[src/rtl/sram_arbiter_pkg.sv]
// Shared encodings and widths for the two-master SRAM arbiter.
package sram_arbiter_pkg;

    localparam int ADDR_W = 32;
    localparam int DATA_W = 32;
    localparam int STRB_W = 4;

    // Fetch requests are always reads with no byte lanes enabled.
    localparam logic [STRB_W-1:0] INST_WSTRB = '0;

    // IDLE: free to grant; REQ: driving sram_req; RESP: awaiting sram_data_ok.
    typedef enum logic [1:0] {
        ST_IDLE = 2'd0,
        ST_REQ  = 2'd1,
        ST_RESP = 2'd2
    } state_e;

    // Owner of the single outstanding transaction (also used for last grant).
    typedef enum logic {
        OWN_INST = 1'b0,
        OWN_DATA = 1'b1
    } owner_e;

endpackage

[src/rtl/sram_arbiter_rr_arb2.sv]
// Two-input round-robin selector: a lone requester wins, a tie goes to the
// side that was not granted last.
module rr_arb2
    import sram_arbiter_pkg::*;
(
    input  logic   req_inst,
    input  logic   req_data,
    input  owner_e last_grant,
    output logic   grant_valid,
    output owner_e grant_owner
);

    // Pick the winner for this cycle from the request pair and the history.
    always_comb begin
        grant_valid = req_inst | req_data;
        grant_owner = OWN_INST;
        if (req_inst && req_data) begin
            grant_owner = (last_grant == OWN_INST) ? OWN_DATA : OWN_INST;
        end else if (req_data) begin
            grant_owner = OWN_DATA;
        end
    end

endmodule

[src/rtl/sram_arbiter.sv]
// Shares one SRAM-like port between a fetch master and a load/store master,
// allowing a single outstanding transaction at a time.
module sram_arbiter
    import sram_arbiter_pkg::*;
(
    input  logic              clk,
    input  logic              resetn,
    input  logic              inst_req,
    input  logic [ADDR_W-1:0] inst_addr,
    output logic              inst_addr_ok,
    output logic              inst_data_ok,
    output logic [DATA_W-1:0] inst_rdata,
    input  logic              data_req,
    input  logic              data_wr,
    input  logic [STRB_W-1:0] data_wstrb,
    input  logic [ADDR_W-1:0] data_addr,
    input  logic [DATA_W-1:0] data_wdata,
    output logic              data_addr_ok,
    output logic              data_data_ok,
    output logic [DATA_W-1:0] data_rdata,
    output logic              sram_req,
    output logic              sram_wr,
    output logic [STRB_W-1:0] sram_wstrb,
    output logic [ADDR_W-1:0] sram_addr,
    output logic [DATA_W-1:0] sram_wdata,
    input  logic              sram_addr_ok,
    input  logic              sram_data_ok,
    input  logic [DATA_W-1:0] sram_rdata
);

    state_e            state_q, state_d;
    owner_e            owner_q, owner_d;
    owner_e            last_grant_q, last_grant_d;
    logic              wr_q, wr_d;
    logic [STRB_W-1:0] wstrb_q, wstrb_d;
    logic [ADDR_W-1:0] addr_q, addr_d;
    logic [DATA_W-1:0] wdata_q, wdata_d;

    logic   grant_valid;
    owner_e grant_owner;

    rr_arb2 u_rr_arb2 (
        .req_inst    (inst_req),
        .req_data    (data_req),
        .last_grant  (last_grant_q),
        .grant_valid (grant_valid),
        .grant_owner (grant_owner)
    );

    // State and latched transaction fields; reset drops any transaction in flight.
    always_ff @(posedge clk) begin
        if (!resetn) begin
            state_q      <= ST_IDLE;
            owner_q      <= OWN_INST;
            last_grant_q <= OWN_INST;
            wr_q         <= 1'b0;
            wstrb_q      <= '0;
            addr_q       <= '0;
            wdata_q      <= '0;
        end else begin
            state_q      <= state_d;
            owner_q      <= owner_d;
            last_grant_q <= last_grant_d;
            wr_q         <= wr_d;
            wstrb_q      <= wstrb_d;
            addr_q       <= addr_d;
            wdata_q      <= wdata_d;
        end
    end

    // Next-state and handshake outputs; outputs are forced low while in reset
    // so a completion arriving during reset is never forwarded.
    always_comb begin
        state_d      = state_q;
        owner_d      = owner_q;
        last_grant_d = last_grant_q;
        wr_d         = wr_q;
        wstrb_d      = wstrb_q;
        addr_d       = addr_q;
        wdata_d      = wdata_q;
        inst_addr_ok = 1'b0;
        inst_data_ok = 1'b0;
        inst_rdata   = '0;
        data_addr_ok = 1'b0;
        data_data_ok = 1'b0;
        data_rdata   = '0;
        sram_req     = 1'b0;
        sram_wr      = 1'b0;
        sram_wstrb   = '0;
        sram_addr    = '0;
        sram_wdata   = '0;

        case (state_q)
            ST_IDLE: begin
                if (grant_valid) begin
                    if (grant_owner == OWN_DATA) begin
                        data_addr_ok = 1'b1;
                        wr_d         = data_wr;
                        wstrb_d      = data_wstrb;
                        addr_d       = data_addr;
                        wdata_d      = data_wdata;
                    end else begin
                        inst_addr_ok = 1'b1;
                        wr_d         = 1'b0;
                        wstrb_d      = INST_WSTRB;
                        addr_d       = inst_addr;
                        wdata_d      = '0;
                    end
                    owner_d      = grant_owner;
                    last_grant_d = grant_owner;
                    state_d      = ST_REQ;
                end
            end
            ST_REQ: begin
                sram_req   = 1'b1;
                sram_wr    = wr_q;
                sram_wstrb = wstrb_q;
                sram_addr  = addr_q;
                sram_wdata = wdata_q;
                if (sram_addr_ok) begin
                    state_d = ST_RESP;
                end
            end
            ST_RESP: begin
                if (sram_data_ok) begin
                    if (owner_q == OWN_DATA) begin
                        data_data_ok = 1'b1;
                        data_rdata   = sram_rdata;
                    end else begin
                        inst_data_ok = 1'b1;
                        inst_rdata   = sram_rdata;
                    end
                    state_d = ST_IDLE;
                end
            end
            default: begin
                state_d = ST_IDLE;
            end
        endcase

        if (!resetn) begin
            inst_addr_ok = 1'b0;
            inst_data_ok = 1'b0;
            inst_rdata   = '0;
            data_addr_ok = 1'b0;
            data_data_ok = 1'b0;
            data_rdata   = '0;
            sram_req     = 1'b0;
            sram_wr      = 1'b0;
            sram_wstrb   = '0;
            sram_addr    = '0;
            sram_wdata   = '0;
        end
    end

endmodule

[config.mk]
export PLATFORM = sky130hd
export DESIGN_NAME = sram_arbiter
export DESIGN_NICKNAME = d
export VERILOG_FILES = /design/src/rtl/sram_arbiter_pkg.sv /design/src/rtl/sram_arbiter_rr_arb2.sv /design/src/rtl/sram_arbiter.sv
export SDC_FILE = /design/constraint.sdc
export NUM_CORES = 1
export LEC_CHECK = 0
export BUFFER_PORTS_ARGS = -buffer_cell sky130_fd_sc_hd__buf_2
export CORE_AREA = 2 2 106 108
export CTS_BUF_LIST = sky130_fd_sc_hd__clkbuf_8
export DETAILED_ROUTE_END_ITERATION = 8
export DIE_AREA = 0 0 108 110
export GPL_TIMING_DRIVEN = 0
export HOLD_SLACK_MARGIN = 0.06
export PLACE_DENSITY = 0.69
export REMOVE_ABC_BUFFERS = 1
export SYNTH_ARGS = -nofsm -noshare
export SYNTH_HDL_FRONTEND = slang
export SYNTH_SLANG_ARGS = --single-unit
[constraint.sdc]
create_clock -name clk -period 1.5 [get_ports clk]
set_input_delay 0.15 -clock clk [delete_from_list [all_inputs] [get_ports clk]]
set_output_delay 0.15 -clock clk [all_outputs]
set_load 0.05 [all_outputs]
* Yosys cells after proc, flatten, opt, wreduce, memory -nomap -nowiden
Index checks and enable logic that the tools add are counted.
** Operators by class
- Div/mod/pow operators :: 0
- Add/subtract/negate cells :: 0
- Reductions and logical operators :: 4
- $lt $le $gt $ge :: 0
- Multiply operators :: 0
- Equal/unequal tests :: 5
- Muxes and demuxes :: 44
- Shifts and indexed selects :: 0
- Bitwise operators :: 1
** Operators with widths (number)
- $mux 32 :: 14
- $mux 1 :: 23
- $mux 4 :: 3
- $mux 2 :: 3
- $ne 2x2->1 const B :: 3
- $pmux 2 s3 :: 1
- $reduce_and 3->1 :: 1
- $eq 2x1->1 const B :: 1
- $eq 2x2->1 const B :: 1
- $logic_not 2->1 :: 1
- $reduce_and 2->1 :: 1
- $logic_and 1x1->1 :: 1
- $or 1x1->1 :: 1
** Word-level totals
- Flip-flop bits (word level) :: 72
- Output and inout port bits :: 138
- Input bits :: 139
- Memory bits (read-only) :: 0
- Bits in latches :: 0
- Logic and storage cells :: 60
- RAM bits :: 0
- Memories kept :: 0

* Longest topological paths before layout
Gate-level depths: netlist (run 1).
- Depth in word-level cells :: 6
- Depth in mapped cells :: 6
- Depth with buffers taken out :: 3

* Hierarchy
From an unflattened synthesis (run 1), not the netlist that was laid out.
** Unflattened totals
- Cells, all modules :: 517
- Area, all modules :: 4007.6 um2
** Modules (own cells, without submodules)
- sram_arbiter :: times used 1, cells an instance 515, seq. area each 1441.4 um2, area each 3993.8 um2
- rr_arb2 :: times used 1, cells an instance 2, seq. area each 0.0 um2, area each 13.8 um2

* Least setup slack after synthesis (run 1)
No wires, ideal clock.
- Kind :: flip-flop to output port
- Start point :: register state_q[1]
- End point :: output inst_rdata[22]
- Arrival :: 1.914 ns
- Required time :: 1.350 ns
- Path buffers :: 1
- Cell stages (with the launch flop) :: 5
- Slack :: -0.564 ns
- Cell sequence :: dfxtp_1 nand4b_1 nor2_1 clkbuf_1 and2_1
** Between the ends
- Word-level cells in the longest chain between the ends :: 3
** RTL lines
- from (decl) :: line sram_arbiter.sv:31 : state_e state_q, state_d;
- from (signal assigned) :: line sram_arbiter.sv:61 : state_q <= state_d;
- $eq 2x2->1 :: line sram_arbiter.sv:93 : case (state_q)
- $mux 32 :: line sram_arbiter.sv:93
- $mux 32 :: line sram_arbiter.sv:141 : if (!resetn) begin
- to (decl) :: line sram_arbiter.sv:12 : output logic [DATA_W-1:0] inst_rdata,
Every way passes these cells.

* Worst setup path in the final report (run 1)
- Start point :: register state_q[0]
- End point :: output data_rdata[19]
** Between the ends
- Word-level cells in the longest chain between the ends :: 3
** RTL lines
- $eq 2x2->1 :: line sram_arbiter.sv:93
- $mux 32 :: line sram_arbiter.sv:93
- $mux 32 :: line sram_arbiter.sv:141
- to (decl) :: line sram_arbiter.sv:20 : output logic [DATA_W-1:0] data_rdata,
Every way passes these cells.

==> results of run 1 <==
## routing by layer
layer,GRT usage (%),routed length [microns]
met5,0,0
met4,13.3,873
met3,8.11,1900
met2,49.1,10400
met1,30.1,7510
## cells in the mapped netlist (all sizes together)
cell	count
nand2b	2
dfxtp	72
o21ai	22
a211oi	1
clkbuf	24
a31oi	22
o22a	2
and3	2
nand4b	1
inv	2
and4	10
nor2	5
a22o	37
o21a	1
buf	17
nand2	1
and2	133
nor3	1
or2	1
nor4b	1
a221o	10
nor3b	2
nand3	44
## power by group through the flow
| stage | Clock, mW | Combinational (mW) | Sequential [mW] |
|---|---|---|---|
| floorplan | 0 | 0.533 | 2.16 |
| global placement | 0 | 0.886 | 2.17 |
| detailed placement | 0 | 0.932 | 2.18 |
| CTS | 1.65 | 1.22 | 2.14 |
| global route | 1.77 | 1.58 | 2.19 |
| finish | 1.67 | 1.51 | 2.17 |
## worst min-delay path: cells and delay by family
kind | cells | cell delay [ns]
AO/OA/AOI/OAI | 1 | 0.07
buffers and inverters | 1 | 0.10
AND/OR/NAND/NOR | 1 | 0.06
## final cells by class
class	instances	area (sq um)
Sequential cell	72	1450
Timing Repair Buffer	372	3920
Clock inverter	6	67.6
Tap cell	140	175
Fill cell	650	2550
Antenna cell	6	15.0
Inverter	2	10.0
Multi-Input combinational cell	302	2370
Clock buffer	10	138
## placed cells by master (no fill, tap or decap), types with 2 or more instances in the layout
cell,Yosys,layout
buf_4,6,12
buf_2,8,138
o21ai_0,22,22
buf_16,0,2
buf_12,0,8
dlygate4sd3_1,0,56
dfxtp_1,72,69
a221o_1,10,10
and2_1,133,7
nand3_1,44,44
o22a_1,2,2
buf_8,0,135
nor3b_4,0,2
clkinvlp_4,0,2
and2_4,0,126
buf_6,3,14
nor2_4,0,4
a22o_1,37,37
a31oi_1,22,22
dfxtp_4,0,3
nor2_1,5,2
diode_2,0,6
clkbuf_16,0,7
clkbuf_8,0,10
and3_4,0,2
and4_1,10,10
## registers in the layout, indices dropped and copies added (netlist names)
signal        flops
last_grant_q      1
wr_q              1
wstrb_q           4
wdata_q          32
addr_q           32
state_q           2
## stage by stage
stage / instance area (sq um) / hold slack (ns) / util (%) / instances
2_1_floorplan: 3400 / 0.283 / - / 372
4_1_cts: 6990 / 0.0607 / 65.3 / 885
3_5_place_dp: 5050 / 0.371 / 47.2 / 792
5_1_grt: 8140 / 0.0663 / 76.1 / 908
3_3_place_gp: 4960 / 0.370 / 46.3 / 788
6_report: 8150 / 0.0673 / 76.2 / 910
## cell families (layout without fill, tap and decap cells)
kind of cell,after synthesis,in the layout
AND/OR/NAND/NOR,203,206
AO/OA/AOI/OAI,95,96
flip-flops,72,72
buffers and inverters,43,390
other,0,6
## final timing paths
path                      startpoint                 endpoint  slack (ns)  cells after the start
max          state_q[0]$_SDFFE_PN0P_           data_rdata[19]       -0.56                      7
min reg2reg  addr_q[13]$_SDFFE_PN0P_  addr_q[13]$_SDFFE_PN0P_        0.49                      2
max reg2reg  state_q[0]$_SDFFE_PN0P_        wr_q$_SDFFE_PN0P_       -0.25                      6
min                    inst_addr[26]  addr_q[26]$_SDFFE_PN0P_        0.07                      3
## what timing repair did
action | 4_1_cts | 5_1_grt
hold endpoints to repair | 54 | 2
buffers inserted | 17 | 10
resized for setup | 301 | 308
cloned | 6 | 9
pin swaps | 19 | 80
setup endpoints to repair | 208 | 208
hold buffers | 54 | 2
==> results.md, run 1 <==
* Leak at between 3 and 4 nW
* Drt drc at 0
* Period minus WS final at a little over 2 ns
* Setup slack after layout at -0.557 ns
* Worst VDD drop at approximately 480 uV
* Worst Path Max Fanout at 5
* Synth warn at 0
* Slew @ Worst Pin at ~0.74 ns
* Gate Count Post-Synth at between 400 and 500
* Relative slew slack at 50.4%
* Remaining antenna violation count at 0
* Min-delay worst type: in -> reg
* Final setup vio count at around 210
* CP startpoint kind: flop
* Final TNS setup at -66.34 ns
* Cell Area, Synth at about 0.0036 sq mm
* Starting Density at 33.7%
* CP endpoint kind: output port
* Failing checks: setup timing
* CTS tree: built
* Mux contribution to synthesized area at 0%
* CTS Root Cell: clkbuf_8
* First-pass GRT wire length at around 25000 microns
* IO Port Bufs at roughly 280
* Status: complete, but fails checks
* Total track usage at approximately 28%
* Horiz. Die Dim at 108 microns
* Synth Area in Adders at 0%
* Switching share of power at about a third
* Die height at 110 microns
* I/O Pins at between 200 and 300
* Clock H-tree levels at 3
* Largest area contributor in the netlist: dfxtp_1
* Initial drt markers at between 300 and 400
* Compound-gate portion of the synthesized area at around a fifth
* WL final at between 20000 and 25000 microns
* CP delay by family, top: buffers and inverters
* Flop pwr share at between 40% and 50%
* Skew final at between 0.01 and 0.015 ns
* Vias per Instance at roughly 5.4
* Comb pwr share at roughly 28%
* Power per Cell Area at roughly 660 mW/mm^2
* Sequential-to-total area share from yosys stat at 39.9%
* Pin count of the biggest net entering global routing at 48
* Crit path DAT at approximately 1.9 ns
* Wirelength per Cell at about 23 microns
* Clk slew on worst S/H paths at approximately 0.090 ns
* Dpl ws at -1.25 ns
* CTS sink cnt at just over 70
* DRT Pass-1 Iters at 8
* Fin. max-slew vios at 0
* Max Clk Rate at approximately 490 MHz
* Buffer and inverter count on the worst path at 4
* Clock latency on the worst-skew pair at between 0.3 and 0.4 ns
* Mean Syn Cell Area at 8.74 sq um
* Die area at ~0.012 sq mm
* Critical path class: reg -> out
* Internal at roughly 3.6 mW
* Via Count at roughly 4900
* Vias in the first global route at 4638
* Tot Pwr at about 5.4 mW
* HPWL after DPL at ~9600 microns
* RSZ-0062 raised after global routing: yes
* Initial antenna violation count at 4
* Final worst path period share at 137%
* CP Cell Sequence: nand4b_1, buf_4, nor2_4, buf_12, buf_6, and2_1, buf_6
* Total congestion overflow at 0
* Most frequent CP cell: buf_6
* Xor and xnor area share after synthesis at 0%
* Yosys reg bits at just over 70
* Synth top area cells: dfxtp_1, and2_1, a22o_1
* Switching pwr at between 1.5 and 2 mW
* Post-synth top area share at 39.9%
* Layout area overhead at 126%
* Layout cell share with drive strength beyond 1 at 62.3%
* Num CTS Buffers at 9
* Rows at 38
* Largest family of logic cells by synthesized area: simple AND/OR/NAND/NOR gates
* Simple-gate share of the synthesized area at 34.4%
* Number of max-cap violations at 0
* Synth unique cells at 26
* Clock power frac at between 30% and 40%
* Final nets at 898
* Max clock buf depth at 2
* Final hold vios at 0
* Critical Path Max Stage Delay at 0.37 ns
* Critical Path RT at between 1 and 1.5 ns
* Core Box Area at approximately 0.011 sq mm
* CP max stage cell: dfxtp_4
* Routability cong. at 0.794
Power figures use the tool's default switching activity.
==> run 2: changes to the inputs <==
--- a/config.mk
+++ b/config.mk
@@ -12,8 +12,10 @@
 export DIE_AREA = 0 0 108 110
 export GPL_TIMING_DRIVEN = 0
 export HOLD_SLACK_MARGIN = 0.06
-export PLACE_DENSITY = 0.69
+export PLACE_DENSITY = 0.73
 export REMOVE_ABC_BUFFERS = 1
+export SETUP_SLACK_MARGIN = 0.5
 export SYNTH_ARGS = -nofsm -noshare
 export SYNTH_HDL_FRONTEND = slang
+export SYNTH_HIERARCHICAL = 1
 export SYNTH_SLANG_ARGS = --single-unit
==> results.md, run 2 <==
* Slew @ Worst Pin at 0.593 ns (-0.150 ns)
* Starting Density at 37.5% (+3.7 points)
* Die height at 110 microns (unchanged)
* Skew final at 0.0132 ns (-0.00171 ns)
* Synth unique cells at 27 (+3.8%)
* Layout area overhead at 111%
* Clk slew on worst S/H paths at 0.09 ns (about the same)
* Drt drc at 0 (unchanged)
* Synth warn at 6 (+6)
* Layout cell share with drive strength beyond 1 at 53.9% (-8.4 points)
* Yosys reg bits at 72 (unchanged)
* CTS sink cnt at 72 (unchanged)
* Vias in the first global route at 5273 (+14%)
* CP endpoint kind: output port
* Commonest non-fill, non-tap cell in the layout: buf_2
* Gate Count Post-Synth at 517 (+25%)
* RSZ-0062 raised after global routing: yes
* Routability cong. at 0.722 (-9.1%)
* Num CTS Buffers at 9 (unchanged)
* Switching pwr at 1.93 mW (+12%)
* HPWL after DPL at 10300 microns (+6.8%)
* Remaining antenna violation count at 0 (unchanged)
* Asr flop ratio synth at 0% (unchanged)
* Clock H-tree levels at 3 (unchanged)
* Largest regs: addr_q: 32 flops, wdata_q: 32 flops, wstrb_q: 4 flops
* Final hold vios at 0 (unchanged)
* Final worst path period share at 135% (-2.5 points)
* Largest area contributor in the netlist: dfxtp_1
* Post-synth EDFFs at 0 (unchanged)
* Count leader, synth: nand2_1
* First-pass GRT wire length at 30300 microns (+22%)
* Internal at 3.98 mW (+9.8%)
* Clock latency on the worst-skew pair at 0.36 ns (about the same)
* Final setup vio count at 208 (+0.48%)
* Wirelength per Cell at 23.6 microns (+4.1%)
* Worst Path Max Fanout at 13 (+8)
* Pin count of the biggest net entering global routing at 52 (+8.3%)
* Initial antenna violation count at 8 (+4)
* Switching share of power at 32.6% (+0.41 points)
* IO Port Bufs at 276 (unchanged)
* Commonest cells after routing, fill and taps aside: buf_2, buf_6, nand2_1
* Fin. max-slew vios at 0 (unchanged)
* Max Clk Rate at 495 MHz (+1.8%)
* Die area at 0.0119 sq mm (unchanged)
* Crit path DAT at 1.87 ns (-0.04 ns)
* Tot Pwr at 5.91 mW (+10%)
* Final nets at 973 (+8.4%)
* Comb pwr share at 33.0% (+4.8 points)
* Cell Area, Synth at 0.00401 sq mm (+11%)
* Vias per Instance at 5.64 (+5.0%)
* Relative slew slack at 59.4% (+9.1 points)
* Number of max-cap violations at 0 (unchanged)
* Sequential-to-total area share from yosys stat at 36.0% (-4.0 points)
* Synth top area cells: dfxtp_1, mux2i_1, and2_1
* WL final at 23300 microns (+13%)
* Failing checks: setup timing
* CTS tree: built
* Max clock buf depth at 2 (unchanged)
* CP startpoint kind: flop
* DRT Pass-1 Iters at 5 (-3)
* Period minus WS final at 2.02 ns (-0.0369 ns)
* CTS Root Cell: clkbuf_8
* Commonest cells in the netlist: nand2_1, dfxtp_1, and2_1
* Clock power frac at 30.7% (-0.5 points)
* Min-delay worst type: in -> reg
* Status: complete, but fails checks
* Mean Syn Cell Area at 7.75 sq um (-11%)
* Initial drt markers at 627 (+73%)
* Critical path class: reg -> out
* Final Instance Area at 0.00846 sq mm (+3.9%)
* Placed Instance Area at 0.00551 sq mm (+9.1%)
* Power per Cell Area at 698 mW/mm^2 (+6.3%)
* Main synth FF type: dfxtp_1
* I/O Pins at 277 (unchanged)
* Core Box Area at 0.0107 sq mm (unchanged)
* Post-synth top area share at 36.0% (-4.0 points)
* Rows at 38 (unchanged)
* Critical Path RT at 1.35 ns (about the same)
* Worst VDD drop at 634 uV (+31%)
* Total congestion overflow at 0 (unchanged)
* Horiz. Die Dim at 108 microns (unchanged)
* Setup slack after layout at -0.520 ns (+0.0369 ns)
* Flop pwr share at 36.3% (-4.3 points)
* Via Count at 5571 (+14%)
* Leak at 3.96 nW (+7.6%)
* Number of fill cells at 592 (-8.9%)
* Total track usage at 34.1% (+6.5 points)
-- run 2: cell types whose count changed in the layout (fill, tap and decap cells not counted), sizes merged, moves of 28 or more --
cell         previous run  this run
dlygate4sd3            56        28
nor3                    1        64
o22ai                   0        44
and2                  133        69
a22o                   37         0
nand2                   1        81
inv                     3        35
mux2i                   0        57
-- run 2: repair_timing --
action | 4_1_cts | 5_1_grt
hold buffers | 26 | 2
setup endpoints to repair | 209 | 210
cloned | 7 | 7
resized for setup | 414 | 83
endpoints found under the hold margin | 26 | 2
pin swaps | 5 | 2
buffers inserted | 25 | 4
-- run 2: routing by layer --
metal  vias up  track usage (%)  routed length, microns  share of wire (%)
li1       2386                -                       -                  -
met1      2573             36.1                    7960                 34
met2       463             55.8                   11000                 47
met3       147             13.9                    2530                 11
met4         2             23.1                    1780                7.6
met5         -             1.79                      15              0.064
-- run 2: cell type report --
type / count / area [sq um] / area share, %
diodes: 8 / 20.0 / 0.237
well taps: 140 / 175 / 2.07
clock inverters: 5 / 80.1 / 0.946
multi-input cells: 358 / 2920 / 34.5
clock buffers: 11 / 151 / 1.79
flip-flops and latches: 72 / 1450 / 17.2
inverters: 35 / 144 / 1.70
repair buffers: 358 / 3520 / 41.6
-- run 2: critical path, stage by stage, from the launching register on --
cell      delay [ns]
dfxtp_4         0.36
nand4b_1        0.25
buf_6           0.24
buf_16          0.18
nor3_4          0.27
buf_6           0.21
-- run 2: power by group through the flow --
stage / sequential (mW) / clock [mW] / combinational, mW
after floorplan: 2.17 / 0 / 0.684
after global placement: 2.18 / 0 / 1.09
after detailed placement: 2.19 / 0 / 1.12
after CTS: 2.13 / 1.83 / 1.70
after global routing: 2.16 / 1.90 / 2.03
final: 2.15 / 1.81 / 1.95
-- run 2: path summary, 6_finish.rpt --
check / from / end / slack (ns) / cells after the start
setup reg to reg: state_q[0]$_SDFFE_PN0P_ / wdata_q[16]$_SDFFE_PN0P_ / -0.25 / 8
setup / recovery: state_q[0]$_SDFFE_PN0P_ / inst_rdata[2] / -0.52 / 5
hold / removal: data_wdata[4] / wdata_q[4]$_SDFFE_PN0P_ / 0.07 / 3
hold reg to reg: wdata_q[3]$_SDFFE_PN0P_ / wdata_q[3]$_SDFFE_PN0P_ / 0.46 / 2
-- run 2: kinds of logic (layout without fill, tap and decap cells) --
family	after synthesis	count (layout)	share of synthesized area (%)
muxes	57	57	14.2
buffers and inverters	89	409	10.7
AOI/OAI and AO/OA	48	49	7.62
other	0	8	0
DFF	72	72	36.0
and+or+nand+nor	251	252	31.5
-- run 2: per-stage QoR --
step	cells	TNS [ns]	utilization (%)	hold slack, ns	worst slack (ns)
finish	987	-59.99	79.1	0.0687	-0.520
global placement	879	-885.33	49.2	0.380	-7.37
global route	984	-65.11	79.0	0.0674	-0.562
CTS	966	-33.12	74.3	0.0613	-0.265
floorplan	463	-510.97	-	0.265	-4.89
detailed placement	892	-158.96	51.5	0.388	-1.73
